`config.mk`:
```
export PLATFORM = sky130hd
export DESIGN_NAME = demux_dispatch_ctrl
export DESIGN_NICKNAME = d
export VERILOG_FILES = /design/src/rtl/demux_dispatch_ctrl.sv
export SDC_FILE = /design/constraint.sdc
export NUM_CORES = 1
export LEC_CHECK = 0
export ABC_AREA = 1
export CORE_MARGIN = 2
export CORE_UTILIZATION = 50
export DETAILED_ROUTE_END_ITERATION = 7
export PLACE_DENSITY = 0.84
export SETUP_SLACK_MARGIN = 0.4
export SLEW_MARGIN = 20
export SYNTH_ARGS = -nofsm -noshare
export SYNTH_HDL_FRONTEND = slang
export SYNTH_SLANG_ARGS = --single-unit
export TNS_END_PERCENT = 5
```
`constraint.sdc`:
```
create_clock -name clk -period 2.5 [get_ports clk]
set_input_delay 0.375 -clock clk [delete_from_list [all_inputs] [get_ports clk]]
set_output_delay 0.375 -clock clk [all_outputs]
set_load 0.01 [all_outputs]
```
`src/rtl/demux_dispatch_ctrl.sv`:
```
// Round-robin dispatcher steering one valid/ready stream onto a 1-to-4 demux.
// Optional DEMUX_CTRL_STATS_EN adds per-channel transfer and retarget counters.
module demux_dispatch_ctrl #(
  parameter int WIDTH   = 8,
  parameter int TIMEOUT = 16
) (
  input  logic             clk,
  input  logic             rst_n,
  input  logic [3:0]       ch_en,
  input  logic [WIDTH-1:0] in_data,
  input  logic             in_valid,
  output logic             in_ready,
  output logic [WIDTH-1:0] out_data,
  output logic [3:0]       out_valid,
  input  logic [3:0]       out_ready,
  output logic [1:0]       sel,
`ifdef DEMUX_CTRL_STATS_EN
  output logic [31:0]      stat_cnt,
  output logic [7:0]       retarget_cnt,
`endif
  output logic             busy
);

  localparam logic [0:0] S_IDLE = 1'b0;
  localparam logic [0:0] S_SEND = 1'b1;
  localparam logic [7:0] TMAX   = 8'(TIMEOUT - 1);

  logic [0:0]       state_q, state_d;
  logic [1:0]       rr_q, rr_d;
  logic [1:0]       tgt_q, tgt_d;
  logic [7:0]       tmr_q, tmr_d;
  logic [WIDTH-1:0] hold_q, hold_d;
  logic             xfer, retgt;

  // First enabled index at or after p (mod 4); dflt when mask is empty.
  function automatic logic [1:0] next_en(
    input logic [1:0] p,
    input logic [3:0] en,
    input logic [1:0] dflt
  );
    logic [1:0] r;
    logic [1:0] idx;
    r = dflt;
    for (int k = 3; k >= 0; k--) begin
      idx = p + 2'(k);
      if (en[idx]) r = idx;
    end
    return r;
  endfunction

  always_comb begin
    state_d = state_q;
    rr_d    = rr_q;
    tgt_d   = tgt_q;
    tmr_d   = tmr_q;
    hold_d  = hold_q;
    xfer    = 1'b0;
    retgt   = 1'b0;
    unique case (state_q)
      S_IDLE: begin
        if (in_valid && |ch_en) begin
          hold_d  = in_data;
          tgt_d   = next_en(rr_q, ch_en, rr_q);
          tmr_d   = '0;
          state_d = S_SEND;
        end
      end
      S_SEND: begin
        if (out_ready[tgt_q]) begin
          xfer    = 1'b1;
          rr_d    = tgt_q + 2'd1;
          state_d = S_IDLE;
        end else if (tmr_q == TMAX) begin
          retgt = 1'b1;
          tgt_d = next_en(tgt_q + 2'd1, ch_en, tgt_q);
          tmr_d = '0;
        end else begin
          tmr_d = tmr_q + 8'd1;
        end
      end
      default: state_d = S_IDLE;
    endcase
  end

  always_ff @(posedge clk or negedge rst_n) begin
    if (!rst_n) begin
      state_q <= S_IDLE;
      rr_q    <= '0;
      tgt_q   <= '0;
      tmr_q   <= '0;
      hold_q  <= '0;
    end else begin
      state_q <= state_d;
      rr_q    <= rr_d;
      tgt_q   <= tgt_d;
      tmr_q   <= tmr_d;
      hold_q  <= hold_d;
    end
  end

  // rst_n gates in_ready so nothing is offered while reset is held
  assign in_ready  = rst_n & (state_q == S_IDLE) & (|ch_en);
  assign busy      = (state_q == S_SEND);
  assign out_valid = busy ? (4'b0001 << tgt_q) : 4'b0000;
  assign sel       = tgt_q;
  assign out_data  = hold_q;

`ifdef DEMUX_CTRL_STATS_EN
  logic [3:0][7:0] stat_q;
  logic [7:0]      ret_q;

  always_ff @(posedge clk or negedge rst_n) begin
    if (!rst_n) begin
      stat_q <= '0;
      ret_q  <= '0;
    end else begin
      if (xfer && stat_q[tgt_q] != 8'hFF)
        stat_q[tgt_q] <= stat_q[tgt_q] + 8'd1;
      if (retgt && ret_q != 8'hFF)
        ret_q <= ret_q + 8'd1;
    end
  end

  assign stat_cnt     = stat_q;
  assign retarget_cnt = ret_q;
`endif

endmodule
```
==> results.toml, run 1 <==
[routing]
wl_um = 3260
drc = 0
wl_per_cell_um = 10.6
viasPerCell = 4.97
vias = 1531
drtIter0Drc = 92
first_pass_iters = 4
ant_nets = 0

[worst_setup_path]
cp_data_arrival_time_ns = 1.64
rr_startpoint = "sel[0]$_DFFE_PN0P_"
path_cells = "inv_4 -> ha_1 -> nand2_1 -> inv_1 -> clkdlybuf4s50_1"
required_ns = 2.12
cp_slowest_stage_delay_ns = 0.53
cp-start-kind = "flop"
regToRegSetupSlack_ns = 0.68
criticalPathCategory = "flop to output pin"
rr_worst_depth = 13
end_kind = "output pin"
critPathSlowestCell = "clkdlybuf4s50_1"
reg2reg_to = "sel[0]$_DFFE_PN0P_"
critical_path.max_fanout = 7

[die]
die_w_um = 59.3
die_y_um = 59.3
initial_utilization = 0.514
core_um2 = 2980
rows = 20
dieArea_um2 = 3520
pin_count = 35

[place]
gp_congestion = 0.862
io_buffers = 34
numPlacedInstances = 295
dp_hpwl_um = 2380
place_area_um2 = 1900
dp_slack_ns = 0.255

[grt]
antenna_found_initial = 0
grt-ovfl-total = 0
grt_pass1_wl_um = 5110
track_usage = 0.187
grt_pass1_vias = 1271
grt_start_max_net_pins = 22

[power_and_ir_drop]
p_total_mw = 2.30
ir_drop_v = 0.000624
p_leak_nw = 1.09
power.density_nw_per_um2 = 1150

[synth]
yosysUniqueCellTypes = 28
yosys.cell_count.top_type = "nand2_1"
yosysSeqAreaShare = 0.343
yosysWarningCount = 0
async_flop_share = 1.00
synth_ff_type = "dfrtp_1"
synth-seq-cells = 21
synth_nets = 254
synth_edf_count = 0
synthTopCellsByCount = "101 x nand2_1, 21 x dfrtp_1, 18 x inv_1"
yosys.area.top_type = "dfrtp_1"
synth_top_area_frac = 0.343
syn_area_um2 = 1530
netlist_top_cells_area = "dfrtp_1 34%, nand2_1 25%, nand3_1 4.9%"
synth_area_per_cell_um2 = 6.66
syn_inst = 230

[layout]
fin_nets = 300
fin_area_um2 = 2010
final_layout_size_suffix_gt1_frac = 0.167
antenna_cells = 0
post-route-util = 0.674
fin_cells = 308
synthToLayoutAreaGrowth_pct = 31.1

[clock_network]
clock_sink_count = 21
hold_buffers = 0
clock_path_buffers = 2
cts_tree = "built"
clk_pin_slew_worst_paths_ns = 0.12
clk_latency_ns = 0.30
cts_buffers = 3
root_buffer = "clkbuf_4"
h-tree-depth = 1

[sta]
hold_viol = 0
final-max-slew-violation-count = 0
fin_skew_ns = 0.00701
fin_tns_setup_ns = 0
fin_crit_sh = 0.806
setup_viol = 0
layout_setup_ws_ns = 0.485
relSlewSlack = 0.778
tightest_slew_ns = 0.333
hold_slack_ns = 0.491
rsz0062_at_grt = "yes"
fmax_ghz = 0.496
period_needed_ns = 2.02

[worst_hold_path]
min_delay_worst_endpoint = "out_data[0]$_DFFE_PN0P_"
hp-start = "out_data[0]$_DFFE_PN0P_"
hold_path_class = "flop to flop"
hold_depth = 2

[outcome]
status = "complete, no violations"

[job]
cap_viol_max_count = 0
[worst max-delay path: cells and delay by family (launching register included)]
family                   cells  cell delay, ns
adder cells (fa/ha/maj)      1            0.16
AND/OR/NAND/NOR              1            0.05
flip-flops                   1            0.44
buffers and inverters        3            0.69
[layout by cell type, fill, tap and decap left out]
cell type / instances
dfrtp_2: 2
and2_1: 1
nand2_4: 3
dlygate4sd2_1: 1
nor2_4: 1
dfrtp_1: 19
nand4_1: 4
nor3_2: 2
nor2_2: 2
o21ai_2: 1
nand3b_1: 1
o21ai_1: 3
clkinv_2: 1
clkbuf_4: 3
and3_1: 1
inv_4: 2
dlymetal6s2s_1: 1
nand3_1: 15
nand2_2: 7
o21ai_0: 5
nor3_1: 2
o21a_1: 2
buf_4: 10
nand2_1: 101
inv_1: 18
clkdlybuf4s50_1: 32
a21oi_1: 7
buf_6: 1
nand2_8: 1
inv_2: 8
nand3_2: 2
ha_1: 5
nor2_1: 11
[power breakdown]
group	switching (mW)	internal (mW)
logic	0.853	0.676
registers	0.147	0.467
clock network	0.0990	0.0596
total	1.10	1.20
[worst max-delay path by stage]
stage | startpoint | endpoint | cells after the start
CTS | busy$_DFF_PN0_ | out_valid[2] | 3
global route | sel[0]$_DFFE_PN0P_ | out_valid[2] | 5
floorplan | sel[0]$_DFFE_PN0P_ | sel[0]$_DFFE_PN0P_ | 13
finish | sel[0]$_DFFE_PN0P_ | out_valid[2] | 5
detailed placement | ch_en[2] | in_ready | 6
global placement | ch_en[3] | in_ready | 6
[state kept, by name, summed over array words and instances, names as in the netlist]
| name | cells |
|---|---|
| rr_q | 2 |
| sel | 2 |
| out_data | 8 |
| busy | 1 |
| tmr_q | 8 |
[repair_timing]
action | 4_1_cts | 5_1_grt
setup endpoints to repair | 5 | 6
buffers inserted | 1 | 8
resized for setup | 1 | 5
pin swaps | 1 | 0
[metal layers]
layer | GRT usage | wire length [um] | part of all wire | vias to the layer above
met5 | 0 | 0 | 0 | -
met4 | 0.0617 | 38 | 0.012 | 0
met3 | 0.0371 | 207 | 0.064 | 4
met2 | 0.306 | 1520 | 0.47 | 47
met1 | 0.247 | 1490 | 0.46 | 671
li1 | - | - | - | 809
[area by class of cell]
cell class	instances	area (um2)
well taps	33	41.3
repair buffers	45	428
flip-flops and latches	21	528
clock buffers	3	22.5
multi-input cells	177	873
fillers	250	970
clock inverters	1	5.00
inverters	28	110
[cells by family (layout without fill, tap and decap cells)]
logic type,Yosys count,after routing,share of synthesized area
buf+inv,32,77,0.0866
compound gates,18,18,0.0645
flops,21,21,0.343
fa+ha+maj,5,5,0.0408
simple gates,154,154,0.465
Power figures use the tool's default switching activity.
==> run 2, diff against run 1 <==
==> constraint.sdc (replaced) <==
create_clock -name clk -period 1.9 [get_ports clk]
set_input_delay 0.285 -clock clk [delete_from_list [all_inputs] [get_ports clk]]
set_output_delay 0.285 -clock clk [all_outputs]
set_load 0.01 [all_outputs]
==> results.toml, run 2 (synthesized netlist as in run 1, its figures left out) <==
[layout]
final_cell_mix = "94 x nand2_1, 27 x clkdlybuf4s50_1, 23 x buf_4"
fin_nets = 316
synthToLayoutAreaGrowth_pct = 44.9
final_layout_size_suffix_gt1_frac = 0.278
antenna_cells = 0
final_common_cell = "nand2_1"

[routing]
viasPerCell = 5.02
wl_per_cell_um = 11.6
drc = 0
ant_nets = 0
drtIter0Drc = 81
first_pass_iters = 4
vias = 1625
wl_um = 3760

[sta]
final-max-slew-violation-count = 0
fin_crit_sh = 0.855
tightest_slew_ns = 0.319
hold_viol = 0
hold_slack_ns = 0.440
relSlewSlack = 0.786
fin_skew_ns = 0.00419
period_needed_ns = 1.63
fmax_ghz = 0.615
layout_setup_ws_ns = 0.275
rsz0062_at_grt = "yes"
setup_viol = 0

[clock_network]
cts_tree = "built"
clock_sink_count = 21
cts_buffers = 3
root_buffer = "clkbuf_4"
clock_path_buffers = 2
clk_pin_slew_worst_paths_ns = 0.11
clk_latency_ns = 0.30
h-tree-depth = 1

[die]
die_y_um = 59.3
dieArea_um2 = 3520
pin_count = 35
die_w_um = 59.3
initial_utilization = 0.514
rows = 20
core_um2 = 2980

[grt]
antenna_found_initial = 0
grt_start_max_net_pins = 22
grt_pass1_wl_um = 5800
grt_pass1_vias = 1385
grt-ovfl-total = 0
track_usage = 0.215

[worst_setup_path]
cp-start-kind = "flop"
criticalPathCategory = "flop to flop"
cp_data_arrival_time_ns = 1.84
critical_path.max_fanout = 4
required_ns = 2.12
end_kind = "flop"

[power_and_ir_drop]
ir_drop_v = 0.000788
power.density_nw_per_um2 = 1580
p_leak_nw = 1.18

[place]
dp_slack_ns = -0.0211
io_buffers = 34
gp_congestion = 0.890
dp_hpwl_um = 2570

[job]
cap_viol_max_count = 0

[worst_hold_path]
hold_path_class = "primary input to async pin"

[outcome]
status = "complete, no violations"
-- run 2: power by group --
group          switching, mW  internal [mW]  total [mW]
Sequential             0.163          0.620       0.783
Combinational           1.36           1.15        2.51
Clock                  0.125         0.0817       0.207
-- run 2: routing by layer --
layer	global-route usage	vias up	wire [um]
li1	-	844	-
met5	0	-	0
met1	0.267	724	1620
met2	0.374	48	1880
met4	0.0909	0	99
met3	0.0240	9	157
-- run 2: final timing paths --
check / to / depth (start not counted) / startpoint / slack, ns
setup / recovery: sel[0]$_DFFE_PN0P_ / 13 / sel[0]$_DFFE_PN0P_ / 0.27
hold / removal: out_data[4]$_DFFE_PN0P_ / 2 / rst_n / 0.44
setup reg to reg: sel[0]$_DFFE_PN0P_ / 13 / sel[0]$_DFFE_PN0P_ / 0.27
hold reg to reg: out_data[3]$_DFFE_PN0P_ / 2 / out_data[3]$_DFFE_PN0P_ / 0.49
max in group asynchronous: busy$_DFF_PN0_ / 2 / rst_n / 1.23
min in group clk: out_data[3]$_DFFE_PN0P_ / 2 / out_data[3]$_DFFE_PN0P_ / 0.49
-- run 2: layout make-up --
class                      instances  area (um2)
inverter                          28         118
timing repair buffer              61         548
fill                             238         759
sequential                        21         531
tap                               33        41.3
clock buffer                       4        26.3
multi-input combinational        177         955
-- run 2: worst max-delay path, cell delays in order (launching register included) --
cell      delay [ns]
dfrtp_2         0.43
clkinv_4        0.08
ha_4            0.26
inv_4           0.06
nand2_1         0.05
nand2_2         0.08
nand2_2         0.05
nand2_1         0.06
nand2_1         0.06
nand2_2         0.08
nand3_2         0.08
nand2_1         0.07
nor2_1          0.03
a21oi_1         0.15
-- run 2: metrics by stage --
stage / power [mW] / setup TNS [ns] / util / area [um2] / std cells
after global placement: 2.74 / -0.0201 / 0.668 / 1990 / 304
after CTS: 3.21 / 0 / 0.711 / 2120 / 319
after floorplan: 2.15 / 0 / - / 1550 / 230
final: 3.50 / 0 / 0.745 / 2220 / 324
after global routing: 3.83 / 0 / 0.745 / 2220 / 324
after detailed placement: 2.80 / -0.0211 / 0.668 / 1990 / 304
-- run 2: repair_timing --
| action | in CTS | in global routing |
|---|---|---|
| pin swaps | 5 | 13 |
| endpoints found under the setup margin | 17 | 27 |
| buffers inserted | 11 | 5 |
| gates resized for setup | 27 | 18 |
| hold buffers | 0 | 0 |
